`src/rtl/ib_mailbox_if.sv`:
```
// Mailbox bus between the port-expander decode / UART byte FIFOs and ib_mailbox_ctrl.
// master = MCU ports and FIFO side; slave = the mailbox controller.
interface ib_mailbox_if;
    logic [3:0] p7_ctrl;
    logic [3:0] p4_wr;
    logic [3:0] p5_wr;
    logic [3:0] p4_rd;
    logic [3:0] p5_rd;
    logic [3:0] p6_stat;
    logic [7:0] rx_data;
    logic       rx_valid;
    logic       rx_ready;
    logic [7:0] tx_data;
    logic       tx_valid;
    logic       tx_ready;

    modport master (
        output p7_ctrl, p4_wr, p5_wr, rx_data, rx_valid, tx_ready,
        input  p4_rd, p5_rd, p6_stat, rx_ready, tx_data, tx_valid
    );

    modport slave (
        input  p7_ctrl, p4_wr, p5_wr, rx_data, rx_valid, tx_ready,
        output p4_rd, p5_rd, p6_stat, rx_ready, tx_data, tx_valid
    );
endinterface

```
`src/rtl/ib_mailbox_ctrl.sv`:
```
// Byte mailbox sequencer: RX bytes out as nibbles with ready/complete handshake, MCU nibble pairs into TX bytes.
// Optional handshake stall timeout enabled by defining IB_MBOX_TIMEOUT_EN.
module ib_mailbox_ctrl #(
    parameter int unsigned TIMEOUT_CYC = 8_000_000
) (
    input  logic         clk,
    input  logic         rst_n,
    ib_mailbox_if.slave  bus
);

    typedef enum logic [2:0] {
        IDLE,
        RD_PRESENT,
        RD_RELEASE,
        WR_PUSH,
        WR_ACK
    } state_t;

    state_t     state_q, state_d;
    logic [7:0] rd_byte_q, rd_byte_d;
    logic [7:0] tx_data_q, tx_data_d;
    logic       rd_rdy_n_q, rd_rdy_n_d;
    logic       wr_ack_n_q, wr_ack_n_d;
    logic       rx_pend_q, rx_pend_d;
    logic       rx_ready_q, rx_ready_d;
    logic       tx_valid_q, tx_valid_d;
    logic       timeout_err_q;
    logic       timeout_hit;

    logic mode_wr, rd_complete_n, wr_avail_n;
    assign mode_wr       = bus.p7_ctrl[0];
    assign rd_complete_n = bus.p7_ctrl[1];
    assign wr_avail_n    = bus.p7_ctrl[2];

    if (TIMEOUT_CYC < 2) begin : g_bad_timeout
        $error("ib_mailbox_ctrl: TIMEOUT_CYC must be at least 2");
    end

`ifdef IB_MBOX_TIMEOUT_EN
    localparam int unsigned CNT_W = $clog2(TIMEOUT_CYC);

    logic [CNT_W-1:0] tmo_cnt_q;

    assign timeout_hit = (state_q != IDLE) && (tmo_cnt_q == CNT_W'(TIMEOUT_CYC - 1));

    always_ff @(posedge clk or negedge rst_n) begin
        if (!rst_n) begin
            tmo_cnt_q <= '0;
        end else if ((state_d != state_q) || (state_q == IDLE)) begin
            tmo_cnt_q <= '0;
        end else begin
            tmo_cnt_q <= tmo_cnt_q + 1'b1;
        end
    end

    // Clear has priority over a timeout landing on the same edge.
    always_ff @(posedge clk or negedge rst_n) begin
        if (!rst_n) begin
            timeout_err_q <= 1'b0;
        end else if (!bus.p7_ctrl[3]) begin
            timeout_err_q <= 1'b0;
        end else if (timeout_hit) begin
            timeout_err_q <= 1'b1;
        end
    end
`else
    logic unused_err_clr;
    assign unused_err_clr = bus.p7_ctrl[3];
    assign timeout_hit    = 1'b0;
    assign timeout_err_q  = 1'b0;
`endif

    always_ff @(posedge clk or negedge rst_n) begin
        if (!rst_n) begin
            state_q    <= IDLE;
            rd_byte_q  <= '0;
            tx_data_q  <= '0;
            rd_rdy_n_q <= 1'b1;
            wr_ack_n_q <= 1'b1;
            rx_pend_q  <= 1'b0;
            rx_ready_q <= 1'b0;
            tx_valid_q <= 1'b0;
        end else begin
            state_q    <= state_d;
            rd_byte_q  <= rd_byte_d;
            tx_data_q  <= tx_data_d;
            rd_rdy_n_q <= rd_rdy_n_d;
            wr_ack_n_q <= wr_ack_n_d;
            rx_pend_q  <= rx_pend_d;
            rx_ready_q <= rx_ready_d;
            tx_valid_q <= tx_valid_d;
        end
    end

    // Mode is only looked at in IDLE; a started handshake always runs to completion.
    always_comb begin
        state_d = state_q;
        if (timeout_hit) begin
            state_d = IDLE;
        end else begin
            case (state_q)
                IDLE: begin
                    if (!mode_wr && bus.rx_valid) begin
                        state_d = RD_PRESENT;
                    end else if (mode_wr && !wr_avail_n) begin
                        state_d = WR_PUSH;
                    end
                end
                RD_PRESENT: if (!rd_complete_n) state_d = RD_RELEASE;
                RD_RELEASE: if (rd_complete_n)  state_d = IDLE;
                WR_PUSH:    if (bus.tx_ready)   state_d = WR_ACK;
                WR_ACK:     if (wr_avail_n)     state_d = IDLE;
                default:                        state_d = IDLE;
            endcase
        end
    end

    always_comb begin
        rd_byte_d  = rd_byte_q;
        tx_data_d  = tx_data_q;
        rd_rdy_n_d = rd_rdy_n_q;
        wr_ack_n_d = wr_ack_n_q;
        tx_valid_d = tx_valid_q;
        rx_ready_d = 1'b0;
        rx_pend_d  = (state_d != IDLE) && bus.rx_valid;
        if (timeout_hit) begin
            rd_rdy_n_d = 1'b1;
            wr_ack_n_d = 1'b1;
            tx_valid_d = 1'b0;
        end else begin
            case (state_q)
                IDLE: begin
                    if (state_d == RD_PRESENT) begin
                        rd_byte_d  = bus.rx_data;
                        rd_rdy_n_d = 1'b0;
                        rx_ready_d = 1'b1;
                    end else if (state_d == WR_PUSH) begin
                        tx_data_d  = {bus.p5_wr, bus.p4_wr};
                        tx_valid_d = 1'b1;
                    end
                end
                RD_PRESENT: if (state_d == RD_RELEASE) rd_rdy_n_d = 1'b1;
                WR_PUSH: begin
                    if (state_d == WR_ACK) begin
                        tx_valid_d = 1'b0;
                        wr_ack_n_d = 1'b0;
                    end
                end
                WR_ACK: if (state_d == IDLE) wr_ack_n_d = 1'b1;
                default: ;
            endcase
        end
    end

    assign bus.p4_rd    = rd_byte_q[3:0];
    assign bus.p5_rd    = rd_byte_q[7:4];
    assign bus.p6_stat  = {wr_ack_n_q, timeout_err_q, rx_pend_q, rd_rdy_n_q};
    assign bus.rx_ready = rx_ready_q;
    assign bus.tx_data  = tx_data_q;
    assign bus.tx_valid = tx_valid_q;

endmodule

```
`src/flat_wrapper.sv`:
```
// flat-port wrapper written by rule: the top's interface ports become plain ports
module ib_mailbox_ctrl_flat 
#(
    parameter int unsigned TIMEOUT_CYC = 8_000_000
)
  (clk, rst_n, bus_p7_ctrl, bus_p4_wr, bus_p5_wr, bus_rx_data, bus_rx_valid, bus_tx_ready, bus_p4_rd, bus_p5_rd, bus_p6_stat, bus_rx_ready, bus_tx_data, bus_tx_valid);
  ib_mailbox_if bus_i ();
  input  logic clk;
  input  logic rst_n;
  input wire logic [$bits(bus_i.p7_ctrl)-1:0] bus_p7_ctrl;
  input wire logic [$bits(bus_i.p4_wr)-1:0] bus_p4_wr;
  input wire logic [$bits(bus_i.p5_wr)-1:0] bus_p5_wr;
  input wire logic [$bits(bus_i.rx_data)-1:0] bus_rx_data;
  input wire logic [$bits(bus_i.rx_valid)-1:0] bus_rx_valid;
  input wire logic [$bits(bus_i.tx_ready)-1:0] bus_tx_ready;
  output wire logic [$bits(bus_i.p4_rd)-1:0] bus_p4_rd;
  output wire logic [$bits(bus_i.p5_rd)-1:0] bus_p5_rd;
  output wire logic [$bits(bus_i.p6_stat)-1:0] bus_p6_stat;
  output wire logic [$bits(bus_i.rx_ready)-1:0] bus_rx_ready;
  output wire logic [$bits(bus_i.tx_data)-1:0] bus_tx_data;
  output wire logic [$bits(bus_i.tx_valid)-1:0] bus_tx_valid;
  assign bus_i.p7_ctrl = bus_p7_ctrl;
  assign bus_i.p4_wr = bus_p4_wr;
  assign bus_i.p5_wr = bus_p5_wr;
  assign bus_i.rx_data = bus_rx_data;
  assign bus_i.rx_valid = bus_rx_valid;
  assign bus_i.tx_ready = bus_tx_ready;
  assign bus_p4_rd = bus_i.p4_rd;
  assign bus_p5_rd = bus_i.p5_rd;
  assign bus_p6_stat = bus_i.p6_stat;
  assign bus_rx_ready = bus_i.rx_ready;
  assign bus_tx_data = bus_i.tx_data;
  assign bus_tx_valid = bus_i.tx_valid;
  ib_mailbox_ctrl #(.TIMEOUT_CYC(TIMEOUT_CYC)) u_core (.clk(clk), .rst_n(rst_n), .bus(bus_i));
endmodule
```
`config.mk`:
```
export PLATFORM = sky130hd
export DESIGN_NAME = ib_mailbox_ctrl_flat
export DESIGN_NICKNAME = d
export VERILOG_FILES = /design/src/rtl/ib_mailbox_if.sv /design/src/rtl/ib_mailbox_ctrl.sv /design/src/flat_wrapper.sv
export SDC_FILE = /design/constraint.sdc
export NUM_CORES = 1
export LEC_CHECK = 0
export CAP_MARGIN = 20
export CORE_MARGIN = 5
export CORE_UTILIZATION = 37
export DETAILED_ROUTE_END_ITERATION = 10
export HOLD_SLACK_MARGIN = 0.05
export PLACE_DENSITY = 0.74
export SYNTH_ARGS = -nofsm -noshare
export SYNTH_HDL_FRONTEND = slang
export SYNTH_SLANG_ARGS = --single-unit
```
`constraint.sdc`:
```
create_clock -name clk -period 1.78 [get_ports clk]
set_clock_uncertainty 0.15 [all_clocks]
set_input_delay 0.267 -clock clk [delete_from_list [all_inputs] [get_ports clk]]
set_output_delay 0.267 -clock clk [all_outputs]
set_load 0.02 [all_outputs]
```
==> impl_metrics.toml, run 1 <==
[synth]
synthesis.area_sq_um = 1070
ys_warn_count = 0
synth_top_area_share_pct = 51.4
ys_ff_latch = 24
synth_area_leader_cell = "dfrtp_1"
synth_seq_area_share_pct = 56.3
synth_area_leaders = "dfrtp_1 (51%), mux2_4 (11%), mux2_2 (8.4%)"
syn_avg_cell_area_sq_um = 14.1
netlist_instances = 76
synth.distinct_cells = 26
synthesis.nets = 100

[cts]
clock_path_buffers = 2
cts_made_buffers = 3
clk_pin_slew_ns = 0.13
ctsRootBufferMaster = "clkbuf_4"
clkSinkCount = 24
hold_buffers = 0
htree_levels = 1
insertion_delay_ns = 0.31
tritoncts = "yes"

[routing]
firstDrtPassIters = 3
finalWirelength_microns = 2260
drc_errors = 0
drt-vias-per-instance = 4.68
drtIter0Drc = 12
wl_per_cell_microns = 14.3
drtAntennaViolNets = 0
num_vias = 739

[power]
peakVddDrop_v = 0.00116
pwr_density_cell_nw_per_um2 = 1790
p_seq_share_pct = 33.9
power_leakage_nw = 0.769
p_sw_share_pct = 34.1
comb_power_share_pct = 53.1
p_int_mw = 1.95
clockPowerShare_pct = 13.0
fin_total_pwr_mw = 2.97
p_switching_mw = 1.01

[critical_path]
required_ns = 1.84
critPathSlowestCell = "dfrtp_2"
r2r-start = "u_core.state_q[1]"
regToRegSetupSlack_ns = 0.06
critPathMaxFanout = 9
path_class = "reg -> reg"
end_kind = "register"
worst_setup_path_start_kind = "register"
crit_end = "u_core.rd_byte_q[4]"
cp_slowest_stage_delay_ns = 0.49
reg2reg_to = "u_core.rd_byte_q[4]"
cp_cell_sequence = "nor3_4 -> o211ai_1 -> o21bai_4 -> buf_12 -> mux2_4"
reg2regPathDepth = 5
critPathArrivalTime_ns = 1.78
startpoint = "u_core.state_q[1]"

[placement]
place.port_buffers = 43
post-place-ws_ns = -0.218
gp_congestion = 0.769
hpwlAfterDp_microns = 1770

[cells_and_area]
nets = 152
area_growth_syn_to_layout_pct = 54.6
mostFrequentLayoutCells = "clkdlybuf4s50_1 (37), dfrtp_1 (20), mux2_4 (8), mux2_2 (8), buf_4 (8)"
antenna_cells = 0
drive_gt1_share_pct = 30.7
fillers = 224
final_common_cell = "clkdlybuf4s50_1"

[floorplanning]
die_area_sq_um = 4070
die_h_microns = 63.8
floorplan.rows = 19
initial_core_util_pct = 38.8
die_w_microns = 63.8
ios = 46
core_region_area_sq_um = 2760

[sta]
fin_crit_sh_pct = 96.7
maxSlewViolCount = 0
setup_slack_ns = 0.0594
hold_viol = 0
clock.fmax_mhz = 581
period_minus_slack_ns = 1.72
setup_tns_ns = 0
setup_viol = 0

[flow_run]
cap_viol_max_count = 0

[min_path]
min_path_type = "in -> async"

[global_routing]
grt_overflow_total = 0
antenna_found_initial = 0
track_usage_pct = 11.4
grt_max_degree = 25
grt_pass1_wl_microns = 3680
grt_pass1_vias = 812

[run_status]
outcome = "completed"
## worst max-delay path, delay by kind of cell (launching register included)
| family | cells | cell delay, ns |
|---|---|---|
| flops | 1 | 0.49 |
| buf+inv | 1 | 0.15 |
| simple gates | 1 | 0.18 |
| mux | 1 | 0.29 |
| compound gates | 2 | 0.36 |
## registers in the layout (all words and copies together), names as in the netlist
| register | flops |
|---|---|
| u_core.bus.tx_valid | 1 |
| u_core.rd_byte_q | 8 |
| u_core.bus.rx_ready | 1 |
| u_core.bus.tx_data | 8 |
| u_core.state_q | 3 |
| u_core.rd_rdy_n_q | 1 |
| u_core.wr_ack_n_q | 1 |
| u_core.rx_pend_q | 1 |
## cell families (layout without fill, tap and decap cells)
kind of cell	Yosys count	in the layout	share of synthesized area, %
DFF	24	24	56.3
muxes	16	16	19.6
and+or+nand+nor	15	15	10.2
AOI/OAI and AO/OA	11	11	8.30
buffers and inverters	9	60	5.26
other	1	1	0.350
## cells in the mapped netlist
cell / number
dfrtp_1: 22
mux2_2: 8
mux2_4: 8
buf_4: 4
inv_1: 4
nor2b_1: 4
nand2_1: 3
o21ai_0: 3
dfstp_2: 2
nor3b_2: 2
a21boi_0: 1
a21o_1: 1
a22o_1: 1
a31oi_1: 1
buf_6: 1
conb_1: 1
nand3_1: 1
nand3b_1: 1
nor2_1: 1
nor3_1: 1
nor3_2: 1
nor3_4: 1
o211ai_1: 1
o21bai_4: 1
o31a_1: 1
o41ai_1: 1
## per-layer routing
metal | up-vias | track usage (%) | routed length, microns
li1 | 362 | - | -
met1 | 353 | 13.6 | 969
met2 | 22 | 18.8 | 1130
met3 | 2 | 4.20 | 142
met4 | 0 | 3.90 | 13
met5 | - | 0 | 0
## per-stage QoR
| step | instances | hold WS (ns) | area, sq um | utilization (%) |
|---|---|---|---|---|
| after floorplan | 76 | -0.179 | 1070 | - |
| after CTS | 157 | 0.138 | 1620 | 58.8 |
| after global routing | 158 | 0.159 | 1660 | 60.0 |
| final | 158 | 0.145 | 1660 | 60.0 |
| after detailed placement | 153 | 0.342 | 1570 | 57.0 |
| after global placement | 153 | 0.337 | 1570 | 57.0 |
## worst min path at each step
stage	end	from
after floorplan	u_core.bus.rx_ready	rst_n
after global placement	u_core.bus.tx_data[2]	u_core.bus.tx_data[2]
after detailed placement	u_core.rd_byte_q[5]	u_core.rd_byte_q[5]
after CTS	u_core.bus.tx_data[4]	rst_n
after global routing	u_core.bus.tx_data[4]	rst_n
final	u_core.bus.tx_data[4]	rst_n
## power by group through the flow
stage / Sequential [mW] / Combinational [mW] / Clock, mW
2_1_floorplan: 1.23 / 0.679 / 0
3_3_place_gp: 1.01 / 1.55 / 0
3_5_place_dp: 1.01 / 1.58 / 0
4_1_cts: 1.01 / 1.57 / 0.400
5_1_grt: 1.05 / 1.67 / 0.420
6_report: 1.01 / 1.57 / 0.385
## what timing repair did
item / 4_1_cts / 5_1_grt
resized for setup: 2 / 9
pin swaps: 1 / 2
cloned: 0 / 0
setup endpoints to repair: 5 / 14
buffers inserted: 0 / 1
## area by class of cell
type,instances,area (sq um),area share [%]
clock buffer,3,22.5,1.36
clock inverter,1,30.0,1.81
inverter,4,15.0,0.907
multi-input combinational,43,425,25.7
sequential,24,606,36.6
tap,31,38.8,2.34
timing repair buffer,52,518,31.3
(Power assumes the default switching activity.)
==> run 2, diff against run 1 <==
--- a/config.mk
+++ b/config.mk
@@ -11,6 +11,7 @@
 export DETAILED_ROUTE_END_ITERATION = 10
 export HOLD_SLACK_MARGIN = 0.05
 export PLACE_DENSITY = 0.74
+export SLEW_MARGIN = 0
 export SYNTH_ARGS = -nofsm -noshare
 export SYNTH_HDL_FRONTEND = slang
 export SYNTH_SLANG_ARGS = --single-unit
==> results of run 2 <==
Same layout as run 1: the final DEF is identical, and so are final timing and power.
==> run 3, diff against run 2 <==
--- a/config.mk
+++ b/config.mk
@@ -8,6 +8,7 @@
 export CAP_MARGIN = 20
 export CORE_MARGIN = 5
 export CORE_UTILIZATION = 37
+export CTS_CLUSTER_DIAMETER = 100
 export DETAILED_ROUTE_END_ITERATION = 10
 export HOLD_SLACK_MARGIN = 0.05
 export PLACE_DENSITY = 0.74
==> results of run 3 <==
Same layout as run 1: the final DEF is identical, and so are final timing and power.
